[config.mk]
export PLATFORM = sky130hd
export DESIGN_NAME = branch_pred_table
export DESIGN_NICKNAME = d
export VERILOG_FILES = /design/src/rtl/bp_pkg.sv /design/src/rtl/branch_pred_table_bhr_reg.sv /design/src/rtl/branch_pred_table.sv
export SDC_FILE = /design/constraint.sdc
export NUM_CORES = 1
export LEC_CHECK = 0
export CORE_MARGIN = 8
export CORE_UTILIZATION = 60
export CTS_CLUSTER_SIZE = 12
export DETAILED_ROUTE_END_ITERATION = 6
export GPL_TIMING_DRIVEN = 0
export MAX_ROUTING_LAYER = met4
export PLACE_DENSITY = 0.9
export SYNTH_ARGS = -nofsm -noshare
export SYNTH_HDL_FRONTEND = slang
export SYNTH_SLANG_ARGS = --single-unit
[constraint.sdc]
create_clock -name clock -period 2.44 [get_ports clock]
set_clock_uncertainty 0.1 [all_clocks]
set_input_delay 0.244 -clock clock [delete_from_list [all_inputs] [get_ports clock]]
set_output_delay 0.244 -clock clock [all_outputs]
set_load 0.01 [all_outputs]
[src/rtl/bp_pkg.sv]
// Shared encodings for the branch predictor: 2-bit counter states and default history width.
// BPT_BYPASS_EN (optional define) is consumed by branch_pred_table, not here.
package bp_pkg;

   typedef logic [1:0] cnt_t;

   localparam cnt_t CNT_SNT = 2'b00;
   localparam cnt_t CNT_WNT = 2'b01;
   localparam cnt_t CNT_WT  = 2'b10;
   localparam cnt_t CNT_ST  = 2'b11;

   localparam int   BHR_WIDTH_DFLT = 4;
   localparam cnt_t CNT_RESET      = CNT_WNT;

endpackage

[src/rtl/branch_pred_table_bhr_reg.sv]
// Global branch history register: next state by priority reset > repair > shift > hold.
// One-cycle update; current history is exposed straight from the flop.
module bhr_reg #(
   parameter int W = 4
) (
   input  logic         clock,
   input  logic         reset,
   input  logic         shift_en,
   input  logic         shift_bit,
   input  logic         repair_en,
   input  logic [W-2:0] repair_hist,
   input  logic         repair_bit,
   output logic [W-1:0] hist
);

   logic [W-1:0] hist_d;
   logic [W-1:0] hist_q;

   always_comb begin
      hist_d = hist_q;
      // A repair means the same-cycle fetch is on the wrong path, so it wins over the shift.
      if (repair_en) begin
         hist_d = {repair_hist, repair_bit};
      end else if (shift_en) begin
         hist_d = {hist_q[W-2:0], shift_bit};
      end
   end

   always_ff @(posedge clock) begin
      if (reset) begin
         hist_q <= '0;
      end else begin
         hist_q <= hist_d;
      end
   end

   assign hist = hist_q;

endmodule

[src/rtl/branch_pred_table.sv]
// Global-history branch predictor: BHR plus 2**BHR_WIDTH-entry table of 2-bit counters; prediction is 0-cycle combinational.
// Define BPT_BYPASS_EN to forward a same-cycle table write into the prediction; no backpressure, writes land at the next edge.
module branch_pred_table
   import bp_pkg::*;
#(
   parameter int         BHR_WIDTH = BHR_WIDTH_DFLT,
   parameter logic [1:0] CNT_RESET = CNT_WNT
) (
   input  logic                 clock,
   input  logic                 reset,
   input  logic                 fetch_valid,
   output logic                 pred_taken,
   output logic [BHR_WIDTH-1:0] pred_index,
   input  logic                 resolve_valid,
   input  logic [BHR_WIDTH-1:0] resolve_index,
   input  logic                 resolve_pred,
   input  logic                 resolve_taken,
   output logic [1:0]           cnt_to_update,
   input  logic [1:0]           cnt_from_update,
   output logic                 mispredict
);

   localparam int DEPTH = 2 ** BHR_WIDTH;

   logic [1:0]           bpt_q [DEPTH];
   logic [1:0]           bpt_d [DEPTH];
   logic [BHR_WIDTH-1:0] bhr;

   assign mispredict    = resolve_valid & (resolve_pred != resolve_taken);
   assign pred_index    = bhr;
   assign cnt_to_update = bpt_q[resolve_index];

`ifdef BPT_BYPASS_EN
   always_comb begin
      pred_taken = bpt_q[bhr][1];
      if (resolve_valid && (resolve_index == bhr)) begin
         pred_taken = cnt_from_update[1];
      end
   end
`else
   assign pred_taken = bpt_q[bhr][1];
`endif

   always_comb begin
      bpt_d = bpt_q;
      if (resolve_valid) begin
         bpt_d[resolve_index] = cnt_from_update;
      end
   end

   always_ff @(posedge clock) begin
      if (reset) begin
         for (int i = 0; i < DEPTH; i++) begin
            bpt_q[i] <= CNT_RESET;
         end
      end else begin
         bpt_q <= bpt_d;
      end
   end

   bhr_reg #(
      .W (BHR_WIDTH)
   ) u_bhr_reg (
      .clock       (clock),
      .reset       (reset),
      .shift_en    (fetch_valid),
      .shift_bit   (pred_taken),
      .repair_en   (mispredict),
      .repair_hist (resolve_index[BHR_WIDTH-2:0]),
      .repair_bit  (resolve_taken),
      .hist        (bhr)
   );

endmodule

==> impl_metrics.csv <==
group,metric,value,unit
global_routing,grt_overflow,0,
synthesis,yosysSeqAreaShare,38.9,%
synthesis,yosysTopAreaCell,"dfxtp_1",
global_routing,grt_pass1_vias,1528,
timing,fin_crit,2.37,ns
critical_path,cp.depth,5,
routing,vias_per_cell,6.28,
placement,hpwl,3160,um
critical_path,crit_path_start_kind,"primary input",
timing,hold_violations,0,
clock_tree,hold_buffers,0,
timing,setup_tns,0,ns
floorplan,num_rows,20,
clock_tree,cts_buffers,5,
global_routing,track_usage,19.8,%
critical_path,cp_max_fo,5,
synthesis,netlist_instances,193,
routing,routed_wl,4530,um
pwr,p_leak,0.812,nW
critical_path,cp.required,2.10,ns
global_routing,grt_pass1_wl,7650,um
critical_path,crit_chain,"clkdlybuf4s15_1, buf_6, mux4_2, mux4_2, dlygate4sd2_1",
clock_tree,cts_tree,"yes",
run,cap_violations,0,
min_path,min_path_cells,2,
synthesis,syn-cell-area,0.00185,mm2
timing,clock.fmax,422,MHz
critical_path,crit_top_cell,"mux4_2",
cells_and_area,diodes,0,
critical_path,rr_worst_depth,5,
clock_tree,cts.clk_slew.worst_paths,0.11,ns
timing,tightest_slew,0.516,ns
critical_path,crit_buf_inv,3,
floorplan,die_y,71.6,um
synthesis,yosysUniqueCellTypes,25,
timing,drv_slew,0,
routing,ant_nets,0,
timing,relSlewSlack,65.6,%
clock_tree,htreeDepth,2,
floorplan,io_pins,20,
cells_and_area,layout_commonest_cell,"dfxtp_1",
clock_tree,cts-root-buf,"clkbuf_4",
cells_and_area,drive_above_1_share,13.9,%
synthesis,ys_warn_count,0,
floorplan,dieArea,0.00512,mm2
placement,place_area,0.00207,mm2
routing,dr.pass1.iters,4,
placement,dp_slack,-0.468,ns
pwr,ir_worst_vdd,0.000294,V
synthesis,synth_edf_count,0,
pwr,finalPower,0.00108,W
pwr,pwr_density_cell,499,mW/mm2
critical_path,critPathTopFamily,"multiplexers",
routing,drc,0,
placement,dp.cells,244,
min_path,worst_hold_path_type,"primary input to flop",
synthesis,syn_area_per_cell,9.59,um2
floorplan,fp.coreArea,0.00300,mm2
routing,num_vias,1607,
routing,wl_per_cell,17.7,um
critical_path,max_stage_delay,0.52,ns
timing,rsz0062_at_grt,"no",
clock_tree,clk_path_buf_depth,2,
cells_and_area,synthToLayoutAreaGrowth,16.9,%
timing,setup_ws,0.0679,ns
critical_path,crit_slowest_cell,"mux4_2",
floorplan,die_width,71.6,um
cells_and_area,fillCellCount,224,
timing,post-route-period-util,97.2,%
cells_and_area,nNetsFinal,235,
status,status,"finished clean",
critical_path,worstSetupPathType,"primary input to output port",
synthesis,synth_ff_type,"dfxtp_1",
routing,drt_iter0_drc,166,
placement,io_buffers,18,
critical_path,cp-end-kind,"output port",
synthesis,yosysTopAreaCellShare,38.9,%
synthesis,ys_ff_latch,36,
floorplan,start_util,61.7,%
critical_path,arrival,2.03,ns
clock_tree,clock-sinks,36,
timing,setup_violations,0,
synthesis,synthTopCellsByArea,"dfxtp_1, mux4_2, mux2i_1",
clock_tree,clock_latency,0.35,ns
synthesis,syn-num-nets,205,
global_routing,antenna_found_initial,0,
placement,gp_congestion,0.883,
cells_and_area,design_area,0.00216,mm2
synthesis,postSynth.asyncResetShare,0,%
cells_and_area,finalNonFillerCells,256,
global_routing,grt_max_degree,11,
cells_and_area,layout_common_cells,"dfxtp_1, nand2_1, nor2_1, mux2i_1, mux4_2",
where the power goes:
group          internal [W]  switching [W]  total [W]  leakage, nW
sequential         0.000601      0.0000140   0.000615        0.292
clock              0.000106       0.000196   0.000302       0.0281
combinational     0.0000788      0.0000847   0.000164        0.492
worst register-to-register path: stages (launching register included):
cell      delay (ns)
dfxtp_1         0.34
buf_4           0.17
mux4_2          0.53
nand3b_1        0.15
a41o_1          0.18
a311oi_1        0.09
synthesized netlist by cell type, types with 2 or more instances:
cell type  number
buf_2           2
clkbuf_1       10
and3_1          2
a21oi_1        10
dfxtp_1        36
a211oi_1        3
nor2_1         21
nand3b_1       13
o21ai_0         7
mux4_2         14
o21ai_1        11
mux2i_1        15
nand3b_2        2
nand2_1        24
nand2b_1        8
inv_1           2
or3_1           3
nand3_1         3
worst paths after layout:
| check | from | slack [ns] | to |
|---|---|---|---|
| max | resolve_index[0] | 0.07 | cnt_to_update[0] |
| min | reset | 0.16 | bpt_q[28] |
| max reg2reg | u_bhr_reg.hist[0] | 0.77 | u_bhr_reg.hist[0] |
| min reg2reg | bpt_q[30] | 0.38 | bpt_q[30] |
what timing repair did:
action,4_1_cts,5_1_grt
gates cloned,1,0
setup buffers,4,0
pin swaps,0,0
endpoints found under the setup margin,3,1
gates resized for setup,10,1
routing by layer:
layer	vias up	global-route usage, %	part of all wire, %
met5	-	-	0
met4	0	6.80	0.86
met3	5	6.56	9.7
met2	77	30.7	49
met1	771	23.5	40
li1	754	-	-
cell families after synthesis:
| logic type | after synthesis | share of synthesized area, % |
|---|---|---|
| simple gates | 78 | 21.8 |
| flops | 36 | 38.9 |
| compound gates | 34 | 10.3 |
| mux | 29 | 25.1 |
| buf+inv | 15 | 3.38 |
| xor+xnor | 1 | 0.473 |
sequential cells by signal (all words and copies together) (netlist names):
signal,count
bpt_q,32
u_bhr_reg.hist,4
final cells by class:
type | count | area (um2) | area share (%)
buffer | 13 | 67.6 | 3.12
clock buffer | 6 | 41.3 | 1.91
clock inverter | 1 | 5.00 | 0.231
inverter | 2 | 7.51 | 0.347
multi-input combinational | 142 | 1070 | 49.4
sequential | 36 | 721 | 33.3
tap | 33 | 41.3 | 1.91
timing repair buffer | 23 | 213 | 9.83
metrics by stage:
| step | hold WS, ns | utilization (%) |
|---|---|---|
| floorplan | 0.273 | - |
| global placement | 0.347 | 69.0 |
| detailed placement | 0.357 | 69.0 |
| CTS | 0.152 | 72.0 |
| global route | 0.183 | 72.1 |
| finish | 0.157 | 72.1 |
Note: power is estimated with default switching activity, not from simulation.
